===== config.mk =====
export PLATFORM = sky130hd
export DESIGN_NAME = ws2812_frame_ctrl
export DESIGN_NICKNAME = d
export VERILOG_FILES = /design/src/rtl/ws2812_frame_ctrl.sv
export SDC_FILE = /design/constraint.sdc
export NUM_CORES = 1
export LEC_CHECK = 0
export CORE_UTILIZATION = 54
export DETAILED_ROUTE_END_ITERATION = 10
export PLACE_DENSITY = 0.75
export SLEW_MARGIN = 20
export SYNTH_ARGS = -nofsm -noshare
export SYNTH_HDL_FRONTEND = slang
export SYNTH_SLANG_ARGS = --single-unit
export TNS_END_PERCENT = 50

===== constraint.sdc =====
create_clock -name clk_i -period 4 [get_ports clk_i]
set_input_delay 0.8 -clock clk_i [delete_from_list [all_inputs] [get_ports clk_i]]
set_output_delay 0.8 -clock clk_i [all_outputs]
set_load 0.005 [all_outputs]

===== src/rtl/ws2812_frame_ctrl.sv =====
// rtl/ws2812_frame_ctrl.sv - WS2812 frame sequencer: CPU-filled pixel buffer streamed as GRB words
// Define WS2812_BRIGHTNESS_EN to enable the BRIGHT register and the per-channel SCALE stage.
module ws2812_frame_ctrl #(
  parameter int NUM_LEDS     = 16,
  parameter int CLK_FRE      = 25_175_000,
  parameter int LATCH_CYCLES = CLK_FRE / 12_500
) (
  input  logic        clk_i,
  input  logic        rst_n_i,
  input  logic        R_W_n,
  input  logic [2:0]  reg_addr_i,
  input  logic [7:0]  data_i,
  input  logic        frame_cs,
  output logic [7:0]  data_o,
  output logic [23:0] pix_data_o,
  output logic        pix_valid_o,
  input  logic        pix_ready_i,
  input  logic        ser_busy_i,
  output logic        busy_o
);

  localparam int            AW       = (NUM_LEDS > 1) ? $clog2(NUM_LEDS) : 1;
  localparam int            LW       = $clog2(LATCH_CYCLES + 1);
  localparam logic [AW-1:0] LAST_IDX = AW'(NUM_LEDS - 1);
  localparam logic [8:0]    CNT_MAX  = 9'(NUM_LEDS);
  localparam logic [LW-1:0] LAT_LAST = LW'(LATCH_CYCLES - 1);

  typedef enum logic [2:0] {
    IDLE,
    FETCH,
`ifdef WS2812_BRIGHTNESS_EN
    SCALE,
`endif
    SEND,
    DRAIN,
    LATCH
  } state_e;

  state_e        state_q;
  logic          wr_en;
  logic          busy;
  logic          start_q;
  logic          done_q;
  logic          auto_q;
  logic [AW-1:0] idx_q;
  logic [AW-1:0] ptr_q;
  logic [AW-1:0] last_q;
  logic [7:0]    r_q;
  logic [7:0]    g_q;
  logic [7:0]    b_q;
  logic [8:0]    cnt_q;
  logic [LW-1:0] lat_q;
  logic [23:0]   pix_data_q;
  logic          pix_valid_q;
  logic [23:0]   mem_q [NUM_LEDS];
  logic [AW-1:0] idx_set_d;
  logic [AW-1:0] idx_inc_d;
  logic [8:0]    cnt_set_d;

`ifdef WS2812_BRIGHTNESS_EN
  logic [7:0]    bright_q;
  logic [23:0]   raw_q;

  function automatic logic [7:0] scale_ch(input logic [7:0] c, input logic [7:0] b);
    return 8'((17'(c) * (17'(b) + 17'd1)) >> 8);
  endfunction
`endif

  assign wr_en       = frame_cs & ~R_W_n;
  // START is registered off the bus; the pending cycle already counts as busy.
  assign busy        = (state_q != IDLE) | start_q;
  assign busy_o      = busy;
  assign pix_data_o  = pix_data_q;
  assign pix_valid_o = pix_valid_q;

  assign idx_set_d = ({24'd0, data_i} >= NUM_LEDS) ? LAST_IDX : AW'(data_i);
  assign idx_inc_d = (idx_q == LAST_IDX) ? '0 : idx_q + AW'(1);
  assign cnt_set_d = (data_i == 8'd0)          ? 9'd1    :
                     ({1'b0, data_i} > CNT_MAX) ? CNT_MAX : {1'b0, data_i};

  always_comb begin
    data_o = 8'h00;
    case (reg_addr_i)
      3'd0:    data_o = {6'd0, auto_q, 1'b0};
      3'd1:    data_o = 8'(idx_q);
      3'd2:    data_o = r_q;
      3'd3:    data_o = g_q;
      3'd4:    data_o = b_q;
      3'd5:    data_o = cnt_q[7:0];
      3'd6:    data_o = {6'd0, done_q, busy};
`ifdef WS2812_BRIGHTNESS_EN
      3'd7:    data_o = bright_q;
`endif
      default: data_o = 8'h00;
    endcase
  end

  always_ff @(posedge clk_i or negedge rst_n_i) begin
    if (!rst_n_i) begin
      idx_q    <= '0;
      r_q      <= 8'h00;
      g_q      <= 8'h00;
      b_q      <= 8'h00;
      auto_q   <= 1'b0;
      cnt_q    <= CNT_MAX;
`ifdef WS2812_BRIGHTNESS_EN
      bright_q <= 8'hFF;
`endif
    end else if (wr_en) begin
      case (reg_addr_i)
        3'd0: auto_q <= data_i[1];
        3'd1: idx_q  <= idx_set_d;
        3'd2: r_q    <= data_i;
        3'd3: g_q    <= data_i;
        3'd4: begin
          b_q   <= data_i;
          idx_q <= idx_inc_d;
        end
        3'd5: cnt_q  <= cnt_set_d;
`ifdef WS2812_BRIGHTNESS_EN
        3'd7: bright_q <= data_i;
`endif
        default: ;
      endcase
    end
  end

  // Pixel buffer contents are never reset; the FSM read below sees the pre-edge value.
  always_ff @(posedge clk_i) begin
    if (wr_en && reg_addr_i == 3'd4) begin
      mem_q[idx_q] <= {g_q, r_q, data_i};
    end
  end

  always_ff @(posedge clk_i or negedge rst_n_i) begin
    if (!rst_n_i) begin
      state_q     <= IDLE;
      start_q     <= 1'b0;
      done_q      <= 1'b0;
      ptr_q       <= '0;
      last_q      <= '0;
      lat_q       <= '0;
      pix_data_q  <= 24'h0;
      pix_valid_q <= 1'b0;
`ifdef WS2812_BRIGHTNESS_EN
      raw_q       <= 24'h0;
`endif
    end else begin
      start_q <= wr_en && reg_addr_i == 3'd0 && data_i[0] && !busy;
      if (wr_en && reg_addr_i == 3'd6 && data_i[1]) begin
        done_q <= 1'b0;
      end
      case (state_q)
        IDLE: begin
          if (start_q) begin
            ptr_q   <= '0;
            last_q  <= AW'(cnt_q - 9'd1);
            state_q <= FETCH;
          end
        end
        FETCH: begin
`ifdef WS2812_BRIGHTNESS_EN
          raw_q       <= mem_q[ptr_q];
          state_q     <= SCALE;
        end
        SCALE: begin
          pix_data_q  <= {scale_ch(raw_q[23:16], bright_q),
                          scale_ch(raw_q[15:8], bright_q),
                          scale_ch(raw_q[7:0], bright_q)};
          pix_valid_q <= 1'b1;
          state_q     <= SEND;
`else
          pix_data_q  <= mem_q[ptr_q];
          pix_valid_q <= 1'b1;
          state_q     <= SEND;
`endif
        end
        SEND: begin
          if (pix_ready_i) begin
            pix_valid_q <= 1'b0;
            ptr_q       <= ptr_q + AW'(1);
            state_q     <= (ptr_q == last_q) ? DRAIN : FETCH;
          end
        end
        DRAIN: begin
          if (!ser_busy_i) begin
            lat_q   <= '0;
            state_q <= LATCH;
          end
        end
        LATCH: begin
          if (lat_q == LAT_LAST) begin
            done_q <= 1'b1;
            if (auto_q) begin
              ptr_q   <= '0;
              last_q  <= AW'(cnt_q - 9'd1);
              state_q <= FETCH;
            end else begin
              state_q <= IDLE;
            end
          end else begin
            lat_q <= lat_q + LW'(1);
          end
        end
        default: state_q <= IDLE;
      endcase
    end
  end

endmodule


==> results.md, run 1 <==
* Synthesis-to-layout area growth at 14.5%
* Share of power burned in combinational logic at 0.208
* Number of global-route vias before repair at 10,247
* Die area at 0.0356 mm²
* Total Power at 13.4 mW
* HPWL reported at the end of detailed placement at 24.0 mm
* Area taken by flip-flops and latches at 0.0137 mm²
* Global-route wire length before repair at about 63 mm
* Site Rows at 67
* Ratio of cells with drive above 1 in the final layout at 0.224
* Post-Syn Area at 0.0188 mm²
* Fmax achieved at around 280 MHz
* Fraction of the mapped netlist area in adder cells at 0.00532
* Number of buffers inserted during clock tree synthesis at 46
* Slew margin rel. at 0.332
* Clock Latency Late Sink at 0.56 ns
* XOR/XNOR share of the synthesized area at 0.00326
* Instance area at placement at ~0.02 mm²
* Detailed-route DRC error count at 0
* Count of pins on the block boundary at 51
* Clock input transition at the sequential cells of the worst setup and hold paths at 0.06 ns
* CTS hold repair buffers at 0
* Nature of the critical path endpoint: output pin
* Number of nets in the layout at approximately 1,100
* Placer Congestion at a little over 0.8
* Critical path startpoint category: input pin
* Synthesized netlist cell count at between 1,000 and 1,500
* Fin. max-slew vios at 0
* Worst slack after detailed placement at 0.451 ns
* ANT cells at 0
* Power per cell area at 625 mW/mm²
* Multiplexer share of the synthesized area at 0.155
* Combined area of the multi-input logic cells at 0.00481 mm²
* Instance count after placement with tap cells included at 1,497
* Post-synthesis compound-gate area fraction at 0.0472
* Tmin final at 3.58 ns
* Share of async-settable or async-resettable flops after synthesis at 0.183
* Static Leakage at 7.43 nW
* Top area cells in the synthesized netlist: edfxtp_1 61%, dfrtp_1 11%, mux4_2 11%
* Maximum number of pins on one net before global-route repair at 71
* Post-layout util at 0.636
* Cts repair resizes at 0
* Dominant cell type by area after synthesis: edfxtp_1
* Vias/cell at 6.33
* Synth Register Bits at 470
* Worst Max-Slew Pin Slew at 1.00 ns
* Total of max-cap violations at 0
* Number of synthesized flops with an enable pin at 384
* Overall global routing resource usage at 0.241
* Status: finished clean
* Detailed-route via count at 10,013
* CP Buf/Inv Count at 2
* Library cells used by synthesis at 69
* Iteration-0 DRC count of the detailed router at 872
* Number of buffers inserted to repair setup after CTS at 0
* Average instance area after synthesis at 18.8 µm²
* Biggest fanout along the worst timing path at 10
* Final-report setup violation count at 0
* CP max stage delay at 0.55 ns
* Detail Route Antenna Nets at 0
* Die width at 189 µm
* Dominant cell by count in the synthesized netlist: edfxtp_1
* RSZ-0062 raised after global routing: false
* Final cycle utilization of the critical path at 0.894
* Tightest hold margin at 0.358 ns
* Post-route setup slack at 0.423 ns
* Global route total overflow at 0
* Post-route insts no fill at 1,583
* Crit path cell chain: clkdlybuf4s50_1 -> nor2b_1 -> a22oi_1 -> a21oi_1 -> clkdlybuf4s50_1
* Count of filler cells inserted in the layout at 2,338
* Cell at the root of the clock tree: clkbuf_16
* Combinational family with the most area after synthesis: multiplexers
* Number of antenna violations at the first check in global routing at 0
* WS Path Type: input pin to output pin
* Synthesized net count at 1,026
* Final Routed Wirelength at 41.4 mm
* Number of I/O port buffers at 50
* Fraction of post-synthesis cell area in the top cell type by area at 0.613
* Most used cell, CP: clkdlybuf4s50_1
* Peak supply drop at 0.347 mV
* Clk pwr share at 0.314
* Sequential share of the synthesized area at 0.728
* Initial core utilization at 0.555
* Setup tns final at 0 ns
* Die boundary height at 189 µm
* Synthesis Warnings at 0
* Cell-internal power at 9.74 mW
* Maximum clock path buffer count at 3
* Core ar. at ~0.034 mm²
* Finished Cell Area at 0.0215 mm²
* TritonCTS clock tree: yes
* Data required time at the worst endpoint at 3.20 ns
* Data arrival time of the worst path at 2.78 ns
* H-tree levels at 2
* Net Switching at about 3.7 mW
* Critical-path cell with the highest stage delay: nor2b_1
* Total number of clock tree sinks at 470
* Area fraction in and, or, nand and nor cells after synthesis at 0.0444
* Relative contribution of sequential cells to total power at 0.478
* Kind of path behind the tightest hold check: input pin to async pin
* Wire per inst at 26.1 µm
* Hold Violations, Final at 0
* Worst clock skew at 0.0228 ns
* Most instantiated cells after synthesis: 384 x edfxtp_1, 92 x mux4_2, 85 x dfrtp_1
* Most frequently used flop master after synthesis: edfxtp_1
* Cell class contributing the biggest share of worst-path delay: buffers and inverters
* Switching Share at 0.276
* First-pass detailed-route iteration total at 5
==> registers in the layout (all words and copies together) (netlist names), 4 cells and up <==
| name | count |
|---|---|
| mem_q | 384 |
| pix_data_o | 24 |
| lat_q | 11 |
| b_q | 8 |
| cnt_q | 8 |
| g_q | 8 |
| r_q | 8 |
| idx_q | 4 |
| last_q | 4 |
| ptr_q | 4 |
==> worst paths after layout <==
path	slack (ns)	start	depth (start not counted)	to
min reg2reg	0.49	cnt_q[7]$_DFFE_PN0P_	1	cnt_q[7]$_DFFE_PN0P_
max	0.42	reg_addr_i[1]	5	data_o[7]
max reg2reg	1.39	ptr_q[1]$_DFFE_PN0P_	5	pix_data_o[13]$_DFFE_PN0P_
max in group asynchronous	2.68	rst_n_i	2	pix_data_o[10]$_DFFE_PN0P_
min	0.36	rst_n_i	1	pix_data_o[1]$_DFFE_PN0P_
min in group clk_i	0.49	cnt_q[7]$_DFFE_PN0P_	1	cnt_q[7]$_DFFE_PN0P_
==> routing by layer <==
metal | share of wire | wire (µm) | track usage
met4 | 0.028 | 1170 | 0.0822
met3 | 0.075 | 3110 | 0.0352
met1 | 0.42 | 17200 | 0.352
met5 | 0.0014 | 59 | 0.0137
met2 | 0.48 | 19800 | 0.376
==> power by group through the flow <==
stage / sequential, mW / combinational (mW) / clock (mW)
floorplan: 6.08 / 2.21 / 0
global route: 6.49 / 3.01 / 4.46
global placement: 6.51 / 2.76 / 0
CTS: 6.43 / 2.83 / 4.28
finish: 6.42 / 2.79 / 4.23
detailed placement: 6.53 / 2.81 / 0
==> worst reg2reg max path, stage by stage, from the launching register on <==
cell       delay, ns
dfrtp_4         1.07
buf_4           0.53
mux4_2          0.36
mux2i_1         0.24
a2bb2oi_1       0.18
o21ai_1         0.08
==> cell type report <==
cell class | instances | area share
flip-flops and latches | 470 | 0.636
multi-input cells | 462 | 0.224
clock buffers | 63 | 0.0588
repair buffers | 103 | 0.0434
well taps | 448 | 0.0260
clock inverters | 23 | 0.00971
inverters | 14 | 0.00244
==> logic make-up (layout without fill, tap and decap cells) <==
| logic type | count (synthesis) | in the layout |
|---|---|---|
| mux | 173 | 173 |
| buf+inv | 69 | 203 |
| flops | 470 | 470 |
| compound gates | 125 | 125 |
| fa+ha+maj | 8 | 8 |
| xor+xnor | 7 | 7 |
| simple gates | 149 | 149 |
==> cell usage in the layout, fill, tap and decap left out, drive strengths merged, types with 5 or more instances in the layout <==
cell type      count
nand3             15
clkbuf            63
nor2              11
edfxtp           384
a221oi             7
mux4              92
o21ai             38
dfrtp             85
xnor2              5
inv               17
clkinv            16
a2bb2oi           23
nand2             43
mux2i             55
nor4               5
and3               6
and2              14
nand2b             7
nor2b              8
nor3              10
buf               54
ha                 8
mux2              26
a21oi             15
clkdlybuf4s50     49
nor3b              7
(Power assumes the default switching activity.)
==> run 2, diff against run 1 <==
Settings changed: CORE_UTILIZATION 54 to 42, PLACE_DENSITY 0.75 to 0.62.
==> run 2 against run 1 <==
Effect of this change:
- cell count increased by 8.9%
- final area increased by 1.3%
- via count decreased by 2.6%
- fmax decreased by 4.9%
- count of clock-buffer cells in the layout increased by 8
- sequential share of layout area decreased by 0.82 points
- clock power increased by 4%
- register-to-register slack about the same
- sequential power about the same
- power increased by 1.4%
- routed wire length increased by 2.1%
- critical path type unchanged
- largest cell class unchanged
- largest power group unchanged
- highest routed layer is now met4
==> results.md, run 2 (synthesis results as in run 1) <==
* Detailed-route via count at between 9,000 and 10,000
* Vias/cell at ~5.7
* TritonCTS clock tree: yes
* Instance count after placement with tap cells included at 1,635
* Maximum clock path buffer count at 3
* Total of max-cap violations at 0
* Number of flip-flops under the largest register name at 384
* Tmin final at 3.76 ns
* Die boundary height at 214 µm
* Final-report setup violation count at 0
* Critical path startpoint category: input pin
* Setup tns final at 0 ns
* Fin. max-slew vios at 0
* RR Startpoint: ptr_q[0]$_DFFE_PN0P_
* Overall global routing resource usage at 0.194
* Worst clock skew at 0.0208 ns
* Leading cell type in the layout, fill and taps excluded: edfxtp_1
* Die area at 0.0456 mm²
* Met2 track demand over resource in global routing at 0.307
* Total number of clock tree sinks at 470
* Power per cell area at ~630 mW/mm²
* Register with the most flip-flops: mem_q
* RSZ-0062 raised after global routing: false
* Ratio of cells with drive above 1 in the final layout at 0.222
* Slew margin rel. at 0.360
* H-tree levels at 2
* Cell at the root of the clock tree: clkbuf_16
* Post-route insts no fill at ~1,700
* Clock Latency Late Sink at 0.57 ns
* Maximum number of pins on one net before global-route repair at 87
* Number of global-route vias before repair at 10,025
* Global-route track usage on met3 at 0.0351
* Nature of the critical path endpoint: output pin
* Hold Violations, Final at 0
* Final Routed Wirelength at 42.2 mm
* Commonest cells after routing, fill and taps aside: 384 x edfxtp_1, 92 x mux4_2, 82 x dfrtp_1
* Final cycle utilization of the critical path at 0.940
* Static Leakage at 7.46 nW
* Fmax achieved at between 200 and 300 MHz
* Initial core utilization at 0.425
* Worst Max-Slew Pin Slew at ~0.96 ns
* Number of buffers inserted to repair setup after CTS at 0
* Critical path origin: reg_addr_i[2]
* Instance area at placement at approximately 0.02 mm²
* WS Path Type: input pin to output pin
* Detail Route Antenna Nets at 0
* Number of nets in the layout at 1,118
* Wire per inst at 24.5 µm
* Data required time at the worst endpoint at 3.20 ns
* Finished Cell Area at 0.0218 mm²
* Site Rows at 77
* CTS hold repair buffers at 0
* Status: finished clean
* HPWL reported at the end of detailed placement at between 20 and 25 mm
* Biggest fanout along the worst timing path at 13
* Clock input transition at the sequential cells of the worst setup and hold paths at about 0.05 ns
* Cts repair resizes at 0
* Detailed-route DRC error count at 0
* First-pass detailed-route iteration total at 5
* Synthesis-to-layout area growth at 16.0%
* ANT cells at 0
* Count of pins on the block boundary at 51
* Met1 usage in global routing at 0.275
* Global route total overflow at 0
* Number of buffers inserted during clock tree synthesis at 48
* Placer Congestion at 0.849
* Number of I/O port buffers at 50
* Kind of path behind the tightest hold check: input pin to async pin
* Die width at 214 µm
* Core ar. at 0.0442 mm²
* Post-layout util at 0.493
* Busiest metal layer after global routing: met2
* Data arrival time of the worst path at around 3 ns
* Number of antenna violations at the first check in global routing at 1
* Global-route wire length before repair at between 60 and 70 mm
* Peak supply drop at approximately 0.33 mV
* Total Power at roughly 14 mW
* Iteration-0 DRC count of the detailed router at 723
## run 2: final timing paths
path,to,slack [ns],cells after the start
worst max-delay path,data_o[3],0.24,5
worst min-delay path,lat_q[9]$_DFFE_PN0P_,0.28,2
worst max register to register,pix_data_o[14]$_DFFE_PN0P_,1.40,5
worst min register to register,b_q[0]$_DFFE_PN0P_,0.48,2
max in group asynchronous,pix_data_o[10]$_DFFE_PN0P_,3.29,2
min in group clk_i,b_q[0]$_DFFE_PN0P_,0.48,2
## run 2: cell type report
cell class                      count  area [µm²]
Clock buffer                       71        1410
Timing Repair Buffer               97         926
Fill cell                        3611       22400
Multi-Input combinational cell    462        4810
Sequential cell                   470       13700
Clock inverter                     18         174
Inverter                           14        52.6
Tap cell                          592         741
## run 2: per-layer routing
metal  part of all wire  vias to the layer above
li1                   -                     4251
met1               0.44                     5095
met2               0.47                      327
met3              0.059                       78
met4              0.028                        0
met5                  0                        -
## run 2: worst max-delay path, stage by stage
cell and delay, ns:
clkdlybuf4s50_1 0.61, nor2b_1 0.63, a221oi_1 0.22, a21oi_1 0.17, clkdlybuf4s50_1 0.52
## run 2: power by group
group / switching (mW) / internal (mW) / total [mW]
Combinational: 1.25 / 1.56 / 2.81
Clock: 1.79 / 2.63 / 4.42
Sequential: 0.658 / 5.75 / 6.41
## run 2: per-stage QoR
stage               worst slack (ns)  hold slack [ns]
floorplan                      0.764            0.442
global placement               0.413            0.468
detailed placement             0.277            0.463
CTS                            0.255            0.289
global route                   0.125            0.320
finish                         0.239            0.279
==> run 3, diff against run 2 <==
Settings changed: GPL_TIMING_DRIVEN set to 0, PLACE_DENSITY 0.62 to not set.
==> run 3 against run 2 <==
Effect of this change:
- count of clock-buffer cells in the layout is 5 lower
- fmax is 0.70% lower
- critical path depth increased by 1
- critical endpoint is now data_o[4]
- largest cell class unchanged
- highest routed layer unchanged
==> results.md, run 3 (synthesis results as in run 1) <==
* Biggest fanout along the worst timing path at 10
* Status: finished clean
* Detail Route Antenna Nets at 0
* Number of global-route vias before repair at around 10,000
* Crit path cell chain: clkdlybuf4s50_1 -> nor2b_1 -> clkbuf_1 -> a221oi_1 -> a21oi_1 -> clkdlybuf4s50_1
* Power per cell area at just over 600 mW/mm²
* Number of antenna violations at the first check in global routing at 0
* Commonest cells after routing, fill and taps aside: 384 x edfxtp_1, 92 x mux4_2, 85 x dfrtp_1
* Number of flip-flops under the largest register name at 384
* H-tree levels at 2
* Count of pins on the block boundary at 51
* CP max stage delay at ~0.59 ns
* CTS hold repair buffers at 0
* Worst clock skew at 0.00867 ns
* Nature of the critical path endpoint: output pin
* Global route total overflow at 0
* Maximum clock path buffer count at 3
* ANT cells at 0
* Leading cell type in the layout, fill and taps excluded: edfxtp_1
* Static Leakage at ~7.5 nW
* Worst Max-Slew Pin Slew at 1.01 ns
* Detailed-route via count at 9,835
* Hold Violations, Final at 0
* TritonCTS clock tree: yes
* Slew margin rel. at 0.324
* Global-route wire length before repair at roughly 66 mm
* HPWL reported at the end of detailed placement at 28.7 mm
* Initial core utilization at 0.425
* Tmin final at around 3.8 ns
* Total number of clock tree sinks at 470
* Total of max-cap violations at 0
* Number of I/O port buffers at 49
* Data required time at the worst endpoint at about 3.2 ns
* Number of buffers inserted during clock tree synthesis at 48
* Fin. max-slew vios at 0
* Cell at the root of the clock tree: clkbuf_16
* Wire per inst at 25.3 µm
* Die boundary height at roughly 210 µm
* Detailed-route DRC error count at 0
* Post-route insts no fill at 1,749
* Final Routed Wirelength at 44.2 mm
* Tightest hold margin at 0.106 ns
* Critical-path cell with the highest stage delay: clkdlybuf4s50_1
* Critical path startpoint category: input pin
* Site Rows at 77
* Synthesis-to-layout area growth at 16.9%
* Maximum number of pins on one net before global-route repair at 64
* WS Path Type: input pin to output pin
* RSZ-0062 raised after global routing: false
* Placer Congestion at 0.854
* Ratio of cells with drive above 1 in the final layout at 0.220
* Fmax achieved at 264 MHz
* Kind of path behind the tightest hold check: input pin to async pin
* Clock input transition at the sequential cells of the worst setup and hold paths at 0.06 ns
* First-pass detailed-route iteration total at 7
* Most used cell, CP: clkdlybuf4s50_1
* Core ar. at 0.0442 mm²
* Data arrival time of the worst path at 2.99 ns
* Post-layout util at 0.497
* Number of nets in the layout at 1,144
* Iteration-0 DRC count of the detailed router at 807
* Die width at around 210 µm
* Die area at 0.0456 mm²
* Overall global routing resource usage at 0.203
* Register with the most flip-flops: mem_q
* Cts repair resizes at 0
* Number of buffers inserted to repair setup after CTS at 0
* Peak supply drop at 0.338 mV
* Instance count after placement with tap cells included at 1,661
* Vias/cell at about 5.6
* Final cycle utilization of the critical path at 0.947
* Clock Latency Late Sink at ~0.57 ns
* Final-report setup violation count at 0
==> run 3: cell types whose count changed in the layout (fill, tap and decap cells not counted), sizes merged <==
cell / delta
clkdlybuf4s50: -1
buf: +4
clkinv: +3
clkinvlp: +1
clkbuf: +18
==> run 3: power breakdown <==
part | switching (mW) | internal (mW) | total [mW] | leakage, nW
clock | 1.80 | 2.46 | 4.25 | 0.720
sequential | 0.422 | 5.75 | 6.17 | 4.55
combinational | 1.58 | 1.61 | 3.20 | 2.24
total | 3.80 | 9.82 | 13.6 | 7.51
==> run 3: path summary, 6_finish.rpt <==
path                            cells after the start                   start  slack, ns                        end
worst min register to register                      2      b_q[7]$_DFFE_PN0P_       0.48         b_q[7]$_DFFE_PN0P_
worst max register to register                      6  state_q[1]$_DFFE_PN0P_       1.64  pix_data_o[8]$_DFFE_PN0P_
max in group asynchronous                           2                 rst_n_i       3.22       cnt_q[4]$_DFFE_PN1P_
min in group clk_i                                  2      b_q[7]$_DFFE_PN0P_       0.48         b_q[7]$_DFFE_PN0P_
worst min-delay path                                1                 rst_n_i       0.11       lat_q[2]$_DFFE_PN0P_
worst max-delay path                                6           reg_addr_i[2]       0.21                  data_o[4]
==> run 3: per-layer routing <==
layer | GRT usage | vias to the layer above | wire length, µm
met5 | 0 | - | 0
li1 | - | 4292 | -
met2 | 0.327 | 287 | 21300
met3 | 0.0356 | 59 | 2770
met4 | 0.0510 | 0 | 830
met1 | 0.288 | 5197 | 19300
==> run 3: critical path: cells and delay by family <==
kind / cells / cell delay [ns]
buffers and inverters: 3 / 1.53
AO/OA/AOI/OAI: 2 / 0.37
AND/OR/NAND/NOR: 1 / 0.28
==> run 3: final cells by class <==
type	count	area, µm²
Inverter	14	52.6
Multi-Input combinational cell	462	4830
Clock inverter	22	179
Buffer	55	274
Sequential cell	470	13700
Fill cell	3639	22200
Timing Repair Buffer	68	921
Tap cell	592	741
Clock buffer	66	1300
==> run 3: metrics by stage <==
stage               setup TNS [ns]  worst slack (ns)  total power, mW  area (µm²)
floorplan                        0             0.764             8.29       18800
global placement           -184.79             -1.65             9.47       20000
detailed placement               0             0.258             9.53       20500
CTS                              0             0.247             13.8       22000
global route                     0            0.0906             14.2       22000
finish                           0             0.212             13.6       22000
